===== config.mk =====
export PLATFORM = sky130hd
export DESIGN_NAME = corner_locator
export DESIGN_NICKNAME = d
export VERILOG_FILES = /design/src/rtl/corner_pkg.sv /design/src/rtl/corner_locator_if.sv /design/src/rtl/corner_locator_classifier.sv /design/src/rtl/corner_locator.sv
export SDC_FILE = /design/constraint.sdc
export NUM_CORES = 1
export LEC_CHECK = 0
export BUFFER_PORTS_ARGS = -buffer_cell sky130_fd_sc_hd__clkbuf_2
export CORE_MARGIN = 4
export CORE_UTILIZATION = 64
export DETAILED_ROUTE_END_ITERATION = 16
export PLACE_DENSITY = 0.86
export RECOVER_POWER = 25
export SLEW_MARGIN = 5
export SYNTH_ARGS = -nofsm -noshare
export SYNTH_HDL_FRONTEND = slang
export SYNTH_SLANG_ARGS = --single-unit

===== constraint.sdc =====
create_clock -name i_clk -period 8.9 [get_ports i_clk]
set_input_delay 0.89 -clock i_clk [delete_from_list [all_inputs] [get_ports i_clk]]
set_output_delay 0.89 -clock i_clk [all_outputs]
set_load 0.05 [all_outputs]

===== src/rtl/corner_pkg.sv =====
// Shared types for the corner locator: pixel/coord layouts, FSM states,
// stage-1 bundle and the 11-bit key helpers used by the extreme trackers.
package corner_pkg;

  localparam int CW    = 10;
  localparam int SUM_W = 11;
  localparam int DIF_W = 11;
  localparam int CNT_W = 19;

  typedef struct packed {
    logic [CW-1:0] row;
    logic [CW-1:0] col;
  } coord_t;

  typedef struct packed {
    logic [1:0]    pad;
    logic [CW-1:0] r;
    logic [CW-1:0] g;
    logic [CW-1:0] b;
  } pixel_t;

  typedef enum logic [1:0] {
    IDLE,
    SCAN,
    DRAIN,
    REPORT
  } state_t;

  typedef struct packed {
    logic   mark;
    coord_t pos;
  } s1_t;

  typedef logic [SUM_W-1:0]        sum_t;
  typedef logic signed [DIF_W-1:0] dif_t;

  function automatic sum_t pos_sum(coord_t p);
    return {1'b0, p.row} + {1'b0, p.col};
  endfunction

  function automatic dif_t pos_dif(
    logic [CW-1:0] a,
    logic [CW-1:0] b
  );
    return $signed({1'b0, a}) - $signed({1'b0, b});
  endfunction

endpackage


===== src/rtl/corner_locator_if.sv =====
// Camera pixel stream bundle: frame pulse, valid strobe and packed pixel.
interface corner_locator_if;

  logic        frame_start;
  logic        valid;
  logic [31:0] data;

  modport master (
    output frame_start,
    output valid,
    output data
  );

  modport slave (
    input frame_start,
    input valid,
    input data
  );

endinterface


===== src/rtl/corner_locator_classifier.sv =====
// Stage 1: colour-threshold marker test, registered together with the
// raster coordinate of the accepted pixel.
module marker_classifier
  import corner_pkg::*;
#(
  parameter logic [CW-1:0] R_TH = 10'd600,
  parameter logic [CW-1:0] G_TH = 10'd300,
  parameter logic [CW-1:0] B_TH = 10'd300
) (
  input  logic              i_clk,
  input  logic              i_rst_n,
  corner_locator_if.slave   px,
  input  logic              accept_i,
  input  coord_t            pos_i,
  output logic              s1_vld_o,
  output s1_t               s1_o
);

  pixel_t pix;
  logic   mark;
  logic   unused_pad;
  logic   vld_q;
  s1_t    s1_q;
  s1_t    s1_d;

  assign pix        = pixel_t'(px.data);
  assign unused_pad = ^pix.pad;
  assign mark       = (pix.r >= R_TH)
                    && (pix.g < G_TH)
                    && (pix.b < B_TH);

  assign s1_d.mark = mark;
  assign s1_d.pos  = pos_i;

  always_ff @(posedge i_clk) begin
    if (!i_rst_n) begin
      vld_q <= 1'b0;
      s1_q  <= '0;
    end else begin
      vld_q <= accept_i;
      if (accept_i) s1_q <= s1_d;
    end
  end

  assign s1_vld_o = vld_q;
  assign s1_o     = s1_q;

endmodule


===== src/rtl/corner_locator.sv =====
// Marker corner locator: tracks the four extreme marker pixels per frame
// and emits one registered corner report after the frame's last pixel.
module corner_locator
  import corner_pkg::*;
#(
  parameter int            H_ACT   = 800,
  parameter int            V_ACT   = 600,
  parameter logic [CW-1:0] R_TH    = 10'd600,
  parameter logic [CW-1:0] G_TH    = 10'd300,
  parameter logic [CW-1:0] B_TH    = 10'd300,
  parameter int            MIN_PIX = 64
) (
  input  logic             i_clk,
  input  logic             i_rst_n,
  input  logic             i_frame_start,
  input  logic             i_valid,
  input  logic [31:0]      i_data,
  output logic             o_addr_valid,
  output logic             o_enable,
  output logic [19:0]      o_ul_addr,
  output logic [19:0]      o_ur_addr,
  output logic [19:0]      o_dl_addr,
  output logic [19:0]      o_dr_addr,
  output logic [CNT_W-1:0] o_count,
  output logic             o_busy
);

  localparam logic [CW-1:0] H_LAST = CW'(H_ACT - 1);
  localparam logic [CW-1:0] V_LAST = CW'(V_ACT - 1);

  corner_locator_if pix ();

  assign pix.frame_start = i_frame_start;
  assign pix.valid       = i_valid;
  assign pix.data        = i_data;

  state_t            state_q;
  coord_t            pos_q;
  logic              fs;
  logic              accept;
  logic              last;
  logic              en_d;
  logic              hit;
  s1_t               s1;
  logic              s1_vld;
  sum_t              k_sum;
  dif_t              k_ur;
  dif_t              k_dl;

  logic [CNT_W-1:0]  cnt_q;
  coord_t            ul_q, ur_q, dl_q, dr_q;
  sum_t              ul_key_q, dr_key_q;
  dif_t              ur_key_q, dl_key_q;

  logic              av_q, en_q, busy_q;
  coord_t            rul_q, rur_q, rdl_q, rdr_q;
  logic [CNT_W-1:0]  rcnt_q;

  assign fs     = pix.frame_start;
  assign accept = (state_q == SCAN) && pix.valid && !fs;
  assign last   = (pos_q.row == V_LAST)
               && (pos_q.col == H_LAST);
  assign en_d   = cnt_q >= CNT_W'(MIN_PIX);

  marker_classifier #(
    .R_TH (R_TH),
    .G_TH (G_TH),
    .B_TH (B_TH)
  ) u_cls (
    .i_clk    (i_clk),
    .i_rst_n  (i_rst_n),
    .px       (pix),
    .accept_i (accept),
    .pos_i    (pos_q),
    .s1_vld_o (s1_vld),
    .s1_o     (s1)
  );

  always_ff @(posedge i_clk) begin
    if (!i_rst_n) begin
      state_q <= IDLE;
      pos_q   <= '0;
      busy_q  <= 1'b0;
      av_q    <= 1'b0;
      en_q    <= 1'b0;
      rcnt_q  <= '0;
      rul_q   <= '0;
      rur_q   <= '0;
      rdl_q   <= '0;
      rdr_q   <= '0;
    end else begin
      av_q <= 1'b0;
      if (fs) begin
        pos_q <= '0;
      end else if (accept) begin
        if (pos_q.col == H_LAST) begin
          pos_q.col <= '0;
          pos_q.row <= (pos_q.row == V_LAST) ? '0
                     : pos_q.row + 1'b1;
        end else begin
          pos_q.col <= pos_q.col + 1'b1;
        end
      end
      unique case (state_q)
        IDLE: begin
          if (fs) begin
            state_q <= SCAN;
            busy_q  <= 1'b1;
          end
        end
        SCAN: begin
          if (accept && last) state_q <= DRAIN;
        end
        DRAIN: begin
          state_q <= fs ? SCAN : REPORT;
          busy_q  <= fs;
        end
        REPORT: begin
          av_q   <= 1'b1;
          en_q   <= en_d;
          rcnt_q <= cnt_q;
          if (en_d) begin
            rul_q <= ul_q;
            rur_q <= ur_q;
            rdl_q <= dl_q;
            rdr_q <= dr_q;
          end
          state_q <= fs ? SCAN : IDLE;
          busy_q  <= fs;
        end
        default: state_q <= IDLE;
      endcase
    end
  end

  // Stage 2: strict compares keep the earliest pixel on key ties.
  assign k_sum = pos_sum(s1.pos);
  assign k_ur  = pos_dif(s1.pos.col, s1.pos.row);
  assign k_dl  = pos_dif(s1.pos.row, s1.pos.col);
  assign hit   = s1_vld && s1.mark && !fs;

  always_ff @(posedge i_clk) begin
    if (!i_rst_n || fs) begin
      cnt_q    <= '0;
      ul_q     <= '0;
      ur_q     <= '0;
      dl_q     <= '0;
      dr_q     <= '0;
      ul_key_q <= '0;
      dr_key_q <= '0;
      ur_key_q <= '0;
      dl_key_q <= '0;
    end else if (hit) begin
      if (cnt_q != '1) cnt_q <= cnt_q + 1'b1;
      if (cnt_q == '0) begin
        ul_q     <= s1.pos;
        ur_q     <= s1.pos;
        dl_q     <= s1.pos;
        dr_q     <= s1.pos;
        ul_key_q <= k_sum;
        dr_key_q <= k_sum;
        ur_key_q <= k_ur;
        dl_key_q <= k_dl;
      end else begin
        if (k_sum < ul_key_q) begin
          ul_q     <= s1.pos;
          ul_key_q <= k_sum;
        end
        if (k_sum > dr_key_q) begin
          dr_q     <= s1.pos;
          dr_key_q <= k_sum;
        end
        if (k_ur > ur_key_q) begin
          ur_q     <= s1.pos;
          ur_key_q <= k_ur;
        end
        if (k_dl > dl_key_q) begin
          dl_q     <= s1.pos;
          dl_key_q <= k_dl;
        end
      end
    end
  end

  assign o_addr_valid = av_q;
  assign o_enable     = en_q;
  assign o_ul_addr    = rul_q;
  assign o_ur_addr    = rur_q;
  assign o_dl_addr    = rdl_q;
  assign o_dr_addr    = rdr_q;
  assign o_count      = rcnt_q;
  assign o_busy       = busy_q;

endmodule


==> impl_metrics.py <==
metrics = {
    "route": {
        "vias_per_cell": 5.78,
        "remaining_drc_errors": 0,
        "detailedRoute.firstIterationViolations": 798,
        "drt-wirelength-per-cell_um": 16.4,
        "post_detailed_routing_wire_length_mm": 32.9,
        "firstDrtPassIters": 5,
        "ant_nets": 0,
        "detailroute.via_count": 11600,
    },
    "clock_network": {
        "setup_fix_bufs_post_cts": 0,
        "clk_pin_slew_worst_paths_ps": 60,
        "cts_tree": "yes",
        "cts-buffers-inserted": 29,
        "clk-insertion-delay-late_ps": 570,
        "clockBufferDepth": 3,
        "clockRootBuffer": "sky130_fd_sc_hd__clkbuf_16",
        "cts-hold-fix-buffers": 0,
        "cts_resized": 0,
        "cts_sinks": 289,
        "h_tree_levels": 1,
    },
    "logic_synthesis": {
        "ys.warnings.count": 0,
        "syn-cell-area_mm2": 0.0135,
        "synth_top_area_frac": 0.428,
        "synth.yosys.seq_area_share": 0.428,
        "synth.net_count": 1749,
        "postSynthCellCount": 1632,
        "synthTopCellsByArea": "sky130_fd_sc_hd__dfxtp_1 (43%), sky130_fd_sc_hd__nand2_1 (13%), sky130_fd_sc_hd__ha_1 (7.2%)",
        "synth_top_family_by_area": "simple AND/OR/NAND/NOR gates",
        "synth_adder_area_share": 0.0767,
        "share_of_synthesized_flip_flops_with_an_asynchronous_set_or_reset": 0,
        "syn-mean-instance-area_um2": 8.28,
        "post_synth_simple_gate_area": 0.212,
        "synth_edf_count": 0,
        "synth.distinct_cells": 67,
        "yosysTopAreaCell": "sky130_fd_sc_hd__dfxtp_1",
        "synth_compound_gate_area_share": 0.151,
        "flop_and_latch_count_out_of_synthesis": 289,
        "yosys.area_share.xor_xnor": 0.0324,
        "synth_top_flop_cell": "sky130_fd_sc_hd__dfxtp_1",
        "synth.mux.area_fraction": 0.0475,
    },
    "status": {
        "violations": "max-capacitance violations, max-slew violations",
        "run_status": "finished with violations",
    },
    "run": {
        "max_cap_violations": 1,
    },
    "die": {
        "i_o_pin_count": 138,
        "floorplan.die.height_um": 153,
        "num_rows": 52,
        "core-area_mm2": 0.0205,
        "die_x_um": 153,
        "start_util": 0.659,
        "die_area_mm2": 0.0235,
    },
    "critical_path": {
        "startpoint_type_of_the_worst_setup_path": "flop",
        "worstSetupPathType": "reg -> reg",
        "worst_ep_arrival_time_ps": 5500,
        "crit_fanout": 36,
        "critPathRequiredTime_ps": 9370,
        "end_kind": "flop",
    },
    "global_route": {
        "grt_pass1_wl_mm": 54.5,
        "first_global_vias": 11200,
        "gr-total-overflow": 0,
        "grt_max_degree": 129,
        "track_usage": 0.273,
        "grt_antenna_before_repair": 0,
    },
    "sta": {
        "highest_achievable_clock_rate_mhz": 199,
        "grt_setup_unrepaired": "false",
        "max-slew-margin-rel": -1.92,
        "tightestPinTransition_ps": 4380,
        "count_of_final_max_slew_check_failures": 129,
        "final_period_demand_of_the_worst_path_ps": 5030,
        "finalSetupViolations": 0,
        "report.final.hold_viol_count": 0,
        "finalClockSkew_ps": 17.7,
        "finalCritPeriodShare": 0.565,
        "final.setup.tns_ps": 0,
    },
    "cells_and_area": {
        "final_cell_mix": "sky130_fd_sc_hd__nand2_1 (457), sky130_fd_sc_hd__dfxtp_1 (289), sky130_fd_sc_hd__a21boi_0 (121)",
        "post-route-util": 0.736,
        "num-nets-final": 1827,
        "share_of_layout_cells_above_drive_strength_1": 0.0827,
        "nFillCells": 1538,
        "synthToLayoutAreaGrowth_pct": 11.7,
        "antenna-diode-count": 0,
        "regArea_mm2": 0.00579,
        "multiInputGateArea_mm2": 0.00705,
        "final_common_cell": "sky130_fd_sc_hd__nand2_1",
    },
    "power_and_ir_drop": {
        "power.density_cell_area_mw_per_mm2": 170,
        "worst_ir_drop_vdd_mv": 0.157,
        "cellLeakagePower_nw": 5.64,
    },
    "hold_path": {
        "timing.hold.worst.class": "reg -> reg",
    },
    "placement": {
        "place.gp.congestion": 0.949,
        "i_o_buffers": 128,
        "detailed_place_hpwl_mm": 21.9,
    },
}
-- sequential cells by signal, indices dropped and copies added (netlist names) --
signal          flops
o_ul_addr          20
o_dl_addr          20
u_cls.s1_vld_o      1
ur_q               20
ul_key_q           11
dl_key_q           11
o_count            19
dl_q               20
dr_key_q           11
cnt_q              19
o_busy              1
ul_q               20
ur_key_q           11
u_cls.s1_o         21
o_enable            1
o_dr_addr          20
pos_q              20
o_addr_valid        1
o_ur_addr          20
dr_q               20
state_q             2
-- worst max-delay path, cell delays in order, from the launching register on --
cell,delay [ps]
sky130_fd_sc_hd__dfxtp_1,560
sky130_fd_sc_hd__inv_1,90
sky130_fd_sc_hd__ha_1,630
sky130_fd_sc_hd__inv_1,260
sky130_fd_sc_hd__a22oi_1,290
sky130_fd_sc_hd__nand3b_1,170
sky130_fd_sc_hd__xnor2_1,330
sky130_fd_sc_hd__inv_1,120
sky130_fd_sc_hd__ha_1,320
sky130_fd_sc_hd__a21o_1,190
sky130_fd_sc_hd__a221o_1,330
sky130_fd_sc_hd__a21oi_1,260
sky130_fd_sc_hd__o211a_1,1010
sky130_fd_sc_hd__nor2_1,120
sky130_fd_sc_hd__a211oi_1,270
-- cell families (layout without fill, tap and decap cells) --
family / after synthesis / count (layout)
flops: 289 / 289
mux: 64 / 64
fa+ha+maj: 81 / 81
compound gates: 302 / 302
simple gates: 671 / 671
buf+inv: 175 / 273
xor+xnor: 50 / 50
-- worst paths after layout --
kind / slack (ps) / end / cells after the start / startpoint
max: 3870 / ul_key_q[9]$_SDFFE_PP0P_ / 14 / u_cls.s1_o[4]$_SDFFE_PN0P_
min reg2reg: 450 / ur_key_q[9]$_SDFFE_PP0P_ / 2 / ur_key_q[9]$_SDFFE_PP0P_
max reg2reg: 3870 / ul_key_q[9]$_SDFFE_PP0P_ / 14 / u_cls.s1_o[4]$_SDFFE_PN0P_
min: 450 / ur_key_q[9]$_SDFFE_PP0P_ / 2 / ur_key_q[9]$_SDFFE_PP0P_
-- per-layer routing --
| metal | vias up | wire, µm | global-route usage |
|---|---|---|---|
| li1 | 5601 | - | - |
| met1 | 5464 | 13700 | 0.349 |
| met2 | 416 | 15700 | 0.469 |
| met3 | 88 | 2310 | 0.0390 |
| met4 | 0 | 1080 | 0.101 |
| met5 | - | 0 | 0 |
-- report_power, final --
| group | internal, mW | total, mW | leakage (nW) | switching [mW] |
|---|---|---|---|---|
| Combinational | 0.0206 | 0.0526 | 2.84 | 0.0320 |
| Sequential | 1.29 | 1.30 | 2.33 | 0.00157 |
| Clock | 0.717 | 1.22 | 0.465 | 0.500 |
| Total | 2.03 | 2.57 | 5.64 | 0.534 |
-- cell usage after synthesis (6+ instances only) --
cell	instances
sky130_fd_sc_hd__inv_1	82
sky130_fd_sc_hd__nor2b_1	9
sky130_fd_sc_hd__a211oi_1	18
sky130_fd_sc_hd__clkbuf_1	75
sky130_fd_sc_hd__a221oi_1	6
sky130_fd_sc_hd__mux2i_1	63
sky130_fd_sc_hd__xnor2_1	31
sky130_fd_sc_hd__a21oi_1	84
sky130_fd_sc_hd__a21boi_0	121
sky130_fd_sc_hd__and4_1	6
sky130_fd_sc_hd__nand4_1	18
sky130_fd_sc_hd__xor2_1	19
sky130_fd_sc_hd__nand3_1	25
sky130_fd_sc_hd__dfxtp_1	289
sky130_fd_sc_hd__a31oi_1	7
sky130_fd_sc_hd__nor3_1	18
sky130_fd_sc_hd__a21o_1	11
sky130_fd_sc_hd__o21ai_0	19
sky130_fd_sc_hd__ha_1	78
sky130_fd_sc_hd__buf_2	11
sky130_fd_sc_hd__nor2_1	82
sky130_fd_sc_hd__and2_1	7
sky130_fd_sc_hd__nand2_1	458
sky130_fd_sc_hd__and3_1	21
-- cell type report --
type | count | share of cell area
Sequential cell | 289 | 0.383
Multi-Input combinational cell | 1168 | 0.467
Tap cell | 270 | 0.0224
Clock buffer | 46 | 0.0570
Clock inverter | 5 | 0.00597
Timing Repair Buffer | 139 | 0.0435
Inverter | 83 | 0.0206
-- per-stage QoR --
step	power, mW	hold slack, ps	setup slack [ps]	cells	instance area (µm²)
floorplan	1.36	435	5090	1632	13500
global placement	1.37	442	4230	1949	14200
finish	2.57	454	3870	2000	15100
CTS	2.58	457	3960	2000	15200
global route	2.64	471	3220	2000	15100
detailed placement	1.37	447	4030	1949	14200
No activity file was read; power rests on OpenSTA's default activity.
